--- src/rtl/csa_addsub_pipe_if.sv ---
// Operand/result handshake bundle for csa_addsub_pipe.
// The master drives operands and out_ready; the slave (the adder) drives results.
interface csa_addsub_pipe_if #(
    parameter int WIDTH = 32
);
    logic             in_valid;
    logic             in_ready;
    logic [WIDTH-1:0] a;
    logic [WIDTH-1:0] b;
    logic             ci;
    logic [1:0]       op;
    logic             out_valid;
    logic             out_ready;
    logic [WIDTH-1:0] s;
    logic             co;
    logic             overflow;
    logic             ovf_sticky;
    logic             clr_sticky;

    modport master (
        output in_valid, a, b, ci, op, out_ready, clr_sticky,
        input  in_ready, out_valid, s, co, overflow, ovf_sticky
    );

    modport slave (
        input  in_valid, a, b, ci, op, out_ready, clr_sticky,
        output in_ready, out_valid, s, co, overflow, ovf_sticky
    );
endinterface

--- src/rtl/csa_addsub_pipe.sv ---
// Two-stage pipelined carry-select adder/subtractor with valid/ready handshakes,
// carry-out, signed overflow and a sticky overflow flag.
module csa_addsub_pipe #(
    parameter int WIDTH = 32,
    parameter int BLOCK = 8
) (
    input logic              clock,
    input logic              reset,
    csa_addsub_pipe_if.slave bus
);
    localparam int         NBLK   = WIDTH / BLOCK;
    localparam logic [1:0] OP_ADD = 2'b00;
    localparam logic [1:0] OP_SUB = 2'b01;
    localparam logic [1:0] OP_ADC = 2'b10;

    function automatic logic [BLOCK:0] blk_add(
        input logic [BLOCK-1:0] x,
        input logic [BLOCK-1:0] y,
        input logic             cin
    );
        logic [BLOCK-1:0] sum;
        logic             c;
        c   = cin;
        sum = '0;
        for (int i = 0; i < BLOCK; i++) begin
            sum[i] = x[i] ^ y[i] ^ c;
            c      = (x[i] & y[i]) | (c & (x[i] ^ y[i]));
        end
        return {c, sum};
    endfunction

    logic [WIDTH-1:0] w_b_cond;
    logic             w_c0;
    logic             w_s2_load;
    logic             w_in_ready;
    logic             w_out_xfer;
    logic [WIDTH-1:0] w_sum;
    logic [NBLK:0]    w_carry;
    logic             w_ovf;

    logic             r_s1_valid;
    logic [WIDTH-1:0] r_s1_a;
    logic [WIDTH-1:0] r_s1_b;
    logic             r_s1_c0;
    logic             r_out_valid;
    logic [WIDTH-1:0] r_s;
    logic             r_co;
    logic             r_ovf;
    logic             r_ovf_sticky;

    // Operand conditioning: subtraction is a + ~b + 1; code 11 falls back to ADD.
    always_comb begin
        w_b_cond = bus.b;
        w_c0     = 1'b0;
        case (bus.op)
            OP_ADD: begin
                w_b_cond = bus.b;
                w_c0     = 1'b0;
            end
            OP_SUB: begin
                w_b_cond = ~bus.b;
                w_c0     = 1'b1;
            end
            OP_ADC: begin
                w_b_cond = bus.b;
                w_c0     = bus.ci;
            end
            default: begin
                w_b_cond = bus.b;
                w_c0     = 1'b0;
            end
        endcase
    end

    assign w_s2_load  = !r_out_valid || bus.out_ready;
    assign w_in_ready = !reset && (!r_s1_valid || w_s2_load);
    assign w_out_xfer = r_out_valid && bus.out_ready;

    // Stage 1 register: conditioned operands.
    always_ff @(posedge clock or posedge reset) begin
        if (reset) begin
            r_s1_valid <= 1'b0;
            r_s1_a     <= '0;
            r_s1_b     <= '0;
            r_s1_c0    <= 1'b0;
        end else if (w_in_ready) begin
            r_s1_valid <= bus.in_valid;
            r_s1_a     <= bus.a;
            r_s1_b     <= w_b_cond;
            r_s1_c0    <= w_c0;
        end
    end

    assign w_carry[0] = r_s1_c0;

    // Block 0 ripples from c0; upper blocks precompute both carry-ins and select.
    for (genvar gk = 0; gk < NBLK; gk++) begin : g_blk
        localparam int LO = gk * BLOCK;
        if (gk == 0) begin : g_ripple
            logic [BLOCK:0] w_res;
            assign w_res                 = blk_add(r_s1_a[LO +: BLOCK], r_s1_b[LO +: BLOCK], w_carry[0]);
            assign w_sum[LO +: BLOCK]    = w_res[BLOCK-1:0];
            assign w_carry[1]            = w_res[BLOCK];
        end else begin : g_select
            logic [BLOCK:0] w_res0;
            logic [BLOCK:0] w_res1;
            assign w_res0                = blk_add(r_s1_a[LO +: BLOCK], r_s1_b[LO +: BLOCK], 1'b0);
            assign w_res1                = blk_add(r_s1_a[LO +: BLOCK], r_s1_b[LO +: BLOCK], 1'b1);
            assign w_sum[LO +: BLOCK]    = w_carry[gk] ? w_res1[BLOCK-1:0] : w_res0[BLOCK-1:0];
            assign w_carry[gk+1]         = w_carry[gk] ? w_res1[BLOCK] : w_res0[BLOCK];
        end
    end

    assign w_ovf = (r_s1_a[WIDTH-1] == r_s1_b[WIDTH-1]) && (w_sum[WIDTH-1] != r_s1_a[WIDTH-1]);

    // Stage 2 register: result held stable while downstream stalls.
    always_ff @(posedge clock or posedge reset) begin
        if (reset) begin
            r_out_valid <= 1'b0;
            r_s         <= '0;
            r_co        <= 1'b0;
            r_ovf       <= 1'b0;
        end else if (w_s2_load) begin
            r_out_valid <= r_s1_valid;
            r_s         <= w_sum;
            r_co        <= w_carry[NBLK];
            r_ovf       <= w_ovf;
        end
    end

    // Sticky overflow: a delivered overflowing result beats a same-cycle clear.
    always_ff @(posedge clock or posedge reset) begin
        if (reset) begin
            r_ovf_sticky <= 1'b0;
        end else if (w_out_xfer && r_ovf) begin
            r_ovf_sticky <= 1'b1;
        end else if (bus.clr_sticky) begin
            r_ovf_sticky <= 1'b0;
        end
    end

    assign bus.in_ready   = w_in_ready;
    assign bus.out_valid  = r_out_valid;
    assign bus.s          = r_s;
    assign bus.co         = r_co;
    assign bus.overflow   = r_ovf;
    assign bus.ovf_sticky = r_ovf_sticky;
endmodule

--- src/flat_wrapper.sv ---
// flat-port wrapper written by rule: the top's interface ports become plain ports
module csa_addsub_pipe_flat 
#(
    parameter int WIDTH = 32,
    parameter int BLOCK = 8
)
  (clock, reset, bus_in_valid, bus_a, bus_b, bus_ci, bus_op, bus_out_ready, bus_clr_sticky, bus_in_ready, bus_out_valid, bus_s, bus_co, bus_overflow, bus_ovf_sticky);
  csa_addsub_pipe_if #(.WIDTH(WIDTH)) bus_i ();
  input logic clock;
  input logic reset;
  input wire logic [$bits(bus_i.in_valid)-1:0] bus_in_valid;
  input wire logic [$bits(bus_i.a)-1:0] bus_a;
  input wire logic [$bits(bus_i.b)-1:0] bus_b;
  input wire logic [$bits(bus_i.ci)-1:0] bus_ci;
  input wire logic [$bits(bus_i.op)-1:0] bus_op;
  input wire logic [$bits(bus_i.out_ready)-1:0] bus_out_ready;
  input wire logic [$bits(bus_i.clr_sticky)-1:0] bus_clr_sticky;
  output wire logic [$bits(bus_i.in_ready)-1:0] bus_in_ready;
  output wire logic [$bits(bus_i.out_valid)-1:0] bus_out_valid;
  output wire logic [$bits(bus_i.s)-1:0] bus_s;
  output wire logic [$bits(bus_i.co)-1:0] bus_co;
  output wire logic [$bits(bus_i.overflow)-1:0] bus_overflow;
  output wire logic [$bits(bus_i.ovf_sticky)-1:0] bus_ovf_sticky;
  assign bus_i.in_valid = bus_in_valid;
  assign bus_i.a = bus_a;
  assign bus_i.b = bus_b;
  assign bus_i.ci = bus_ci;
  assign bus_i.op = bus_op;
  assign bus_i.out_ready = bus_out_ready;
  assign bus_i.clr_sticky = bus_clr_sticky;
  assign bus_in_ready = bus_i.in_ready;
  assign bus_out_valid = bus_i.out_valid;
  assign bus_s = bus_i.s;
  assign bus_co = bus_i.co;
  assign bus_overflow = bus_i.overflow;
  assign bus_ovf_sticky = bus_i.ovf_sticky;
  csa_addsub_pipe #(.WIDTH(WIDTH), .BLOCK(BLOCK)) u_core (.clock(clock), .reset(reset), .bus(bus_i));
endmodule
--- config.mk ---
export PLATFORM = sky130hd
export DESIGN_NAME = csa_addsub_pipe_flat
export DESIGN_NICKNAME = d
export VERILOG_FILES = /design/src/rtl/csa_addsub_pipe_if.sv /design/src/rtl/csa_addsub_pipe.sv /design/src/flat_wrapper.sv
export SDC_FILE = /design/constraint.sdc
export NUM_CORES = 1
export LEC_CHECK = 0
export CAP_MARGIN = 25
export CORE_AREA = 2 2 93 104
export CTS_BUF_LIST = sky130_fd_sc_hd__clkbuf_4 sky130_fd_sc_hd__clkbuf_8
export DETAILED_ROUTE_END_ITERATION = 7
export DIE_AREA = 0 0 95 106
export MAX_ROUTING_LAYER = met4
export PLACE_DENSITY = 0.87
export SETUP_SLACK_MARGIN = 0.05
export SYNTH_ARGS = -nofsm -noshare
export SYNTH_HDL_FRONTEND = slang
export SYNTH_SLANG_ARGS = --single-unit
--- constraint.sdc ---
create_clock -name clock -period 23.1 [get_ports clock]
set_clock_uncertainty 0.2 [all_clocks]
set_input_delay 5.775 -clock clock [delete_from_list [all_inputs] [get_ports clock]]
set_output_delay 5.775 -clock clock [all_outputs]
set_load 0.1 [all_outputs]
==> metrics.md <==
| Metric | Value |
|---|---|
| Status | `finished clean` |
| Cell class contributing the biggest share of worst-path delay | `adder cells` |
| Initial antenna violation count | `0` |
| CTS clk-pin slew, worst paths | `0.10 ns` |
| Warnings, synthesis | `0` |
| RSZ-0062 raised after global routing | `no` |
| Peak supply drop | `0.0996 mV` |
| Mapped cell area | `5060 um^2` |
| Diode count | `0` |
| DR WL/cell | `16.6 um` |
| Post-DP HPWL | `6620 um` |
| NetSw | `0.414 mW` |
| F_max | `0.0725 GHz` |
| CP Class | `register to register` |
| Core ar. | `9120 um^2` |
| Switching share of power | `0.477` |
| CTS tree | `yes` |
| Crit Path Max Fanout | `3` |
| PwrDens | `134 nW/um^2` |
| Pin count of the biggest net entering global routing | `66` |
| Worst hold path class | `register to register` |
| Async SR Flop Fraction | `1.00` |
| Nets | `558` |
| Initial Utilization | `0.555` |
| Crit share post-route | `0.597` |
| Clock sink count | `102` |
| Congestion Overflow GR | `0` |
| Final count of negative-setup-slack endpoints | `0` |
| Vert. Die Dim | `106 um` |
| Mean Syn Cell Area | `14.8 um^2` |
| Worst slew pin tran | `1.02 ns` |
| Die Wd | `95 um` |
| Internal Pwr Total | `0.454 mW` |
| CTS Buf Count | `9` |
| Top-Level Pins | `109` |
| Combinational power share | `0.534` |
| Pins over their slew limit | `0` |
| H-tree depth | `3` |
| Synth Net Count | `451` |
| Final WL | `9470 um` |
| Post-layout util | `0.707` |
| Pleak | `2.84 nW` |
| Clock buffer depth | `2` |
| Yosys reg bits | `102` |
| Fraction of the yosys area taken by sequential cells | `0.504` |
| CTS resizes | `0` |
| CTS root buf | `clkbuf_8` |
| Final Critical Period | `13.79 ns` |
| Layout cells sized above 1 | `0.235` |
| DRC | `0` |
| Router iterations before antenna repair | `4` |
| CTS Hold Buffers Added | `0` |
| Relative slew slack | `0.319` |
| Post-CTS setup buffers | `0` |
| Clk_lat worst skew | `0.36 ns` |
| Critical Path End Type | `register` |
| CP max stage cell | `fa_1` |
| Vias in the first global route | `3182` |
| MaxCap Viol Count | `0` |
| Worst path max stage delay | `0.49 ns` |
| Routed Antenna Nets | `0` |
| Most common cell after layout, fill and taps aside | `clkdlybuf4s50_1` |
| Yosys top cell by area | `dfrtp_1` |
| Initial DRC count | `68` |
| Req. time, crit path | `23.21 ns` |
| Nature of the critical path startpoint | `register` |
| Area growth from synthesis to layout | `27.5%` |
| Final Hold Violating Endpoints | `0` |
| Data arrival, critical path | `13.90 ns` |
| GRT Overall Usage | `0.210` |
| Largest cells by area after synthesis | `dfrtp_1, mux2_2, fa_1` |
| Vias | `2896` |
| Most frequent cells in the layout | `clkdlybuf4s50_1, dfrtp_1, mux2_2` |
| Synth Flop Type | `dfrtp_1` |
| Worst path most repeated cell | `fa_1` |
| Via density per instance | `5.09` |
| Buf/Inv on CP | `5` |
| GPL Wtd Cong | `0.773` |
| IO Port Bufs | `108` |
| Mapped Cells | `341` |
| Yosys top cell area share | `0.504` |
| TNS Setup | `0 ns` |
| First-pass GRT wire length | `15600 um` |
| Sequential share of power | `0.311` |
| Die area | `10100 um^2` |
| Clock Power Share | `0.155` |
| Cell Rows | `37` |
| EDFF count, synth | `0` |
| Unique cell type count in the Yosys netlist | `23` |
==> power groups by stage <==
| stage | sequential, mW | combinational, mW | clock, mW |
|---|---|---|---|
| final | 0.270 | 0.463 | 0.135 |
| after detailed placement | 0.273 | 0.463 | 0 |
| after global routing | 0.277 | 0.487 | 0.144 |
| after global placement | 0.270 | 0.452 | 0 |
| after CTS | 0.270 | 0.465 | 0.137 |
| after floorplan | 0.492 | 0.127 | 0 |
==> Yosys cell counts, types with 2 or more instances <==
| master | instances |
|---|---|
| mux2_2 | 61 |
| buf_2 | 8 |
| mux2_4 | 21 |
| a21oi_1 | 11 |
| xor2_1 | 27 |
| nand2b_1 | 2 |
| inv_1 | 26 |
| xnor2_1 | 9 |
| o21ai_0 | 3 |
| buf_4 | 2 |
| nor2_1 | 11 |
| mux2i_1 | 9 |
| fa_1 | 29 |
| buf_12 | 2 |
| ha_1 | 9 |
| buf_6 | 3 |
| dfrtp_1 | 102 |
==> worst reg2reg max path: cells and delay by family (launching register included) <==
kind,cells,cell delay [ns]
adder cells (fa/ha/maj),29,11.87
AO/OA/AOI/OAI,4,0.49
flip-flops,1,0.41
buffers and inverters,5,0.40
XOR/XNOR,1,0.17
multiplexers,1,0.11
AND/OR/NAND/NOR,1,0.10
==> routing by layer <==
layer,wire (um),track usage,up-vias,share of wire
met2,4840,0.332,80,0.51
met1,3970,0.266,1477,0.42
met5,0,-,-,0
li1,-,-,1319,-
met4,248,0.0994,0,0.026
met3,414,0.0333,20,0.044
==> layout make-up <==
class / count / area (um^2)
Clock buffer: 10 / 138
Timing Repair Buffer: 112 / 1140
Tap cell: 117 / 146
Multi-Input combinational cell: 196 / 2270
Clock inverter: 5 / 106
Fill cell: 637 / 2670
Sequential cell: 102 / 2550
Inverter: 27 / 104
==> registers in the layout (all words and copies together) (netlist names) <==
register               cells
u_core.bus.s              32
u_core.r_s1_a             32
u_core.r_s1_b             32
u_core.bus.co              1
u_core.bus.out_valid       1
u_core.bus.overflow        1
u_core.bus.ovf_sticky      1
u_core.r_s1_c0             1
u_core.r_s1_valid          1
==> stage by stage <==
stage,total power [mW],std cells,area (um^2),setup slack [ns],hold slack (ns)
after floorplan,0.619,341,5060,9.88,0.281
after global placement,0.722,552,6170,9.34,0.289
after detailed placement,0.736,552,6170,9.24,0.295
after CTS,0.872,567,6410,9.18,0.317
after global routing,0.908,569,6450,8.64,0.332
final,0.867,569,6450,9.31,0.312
==> cell families (layout without fill, tap and decap cells) <==
group	Yosys count	after routing	share of synthesized area
buffers and inverters	43	154	0.0485
multiplexers	91	91	0.216
AND/OR/NAND/NOR	15	15	0.0124
AO/OA/AOI/OAI	16	16	0.0195
flip-flops	102	102	0.504
adder cells (fa/ha/maj)	38	38	0.137
XOR/XNOR	36	36	0.0623
==> path summary, 6_finish.rpt <==
kind                                 start                   to  slack [ns]  cells past startpoint
setup reg to reg            u_core.r_s1_c0  u_core.bus.overflow        9.31                     41
hold / removal             u_core.bus.s[1]      u_core.bus.s[1]        0.31                      1
min in group asynchronous            reset     u_core.bus.s[30]        5.71                      2
max in group asynchronous            reset    u_core.r_s1_b[24]       15.86                      3
setup / recovery            u_core.r_s1_c0  u_core.bus.overflow        9.31                     41
hold reg to reg            u_core.bus.s[1]      u_core.bus.s[1]        0.31                      1
Note: power is estimated with default switching activity, not from simulation.
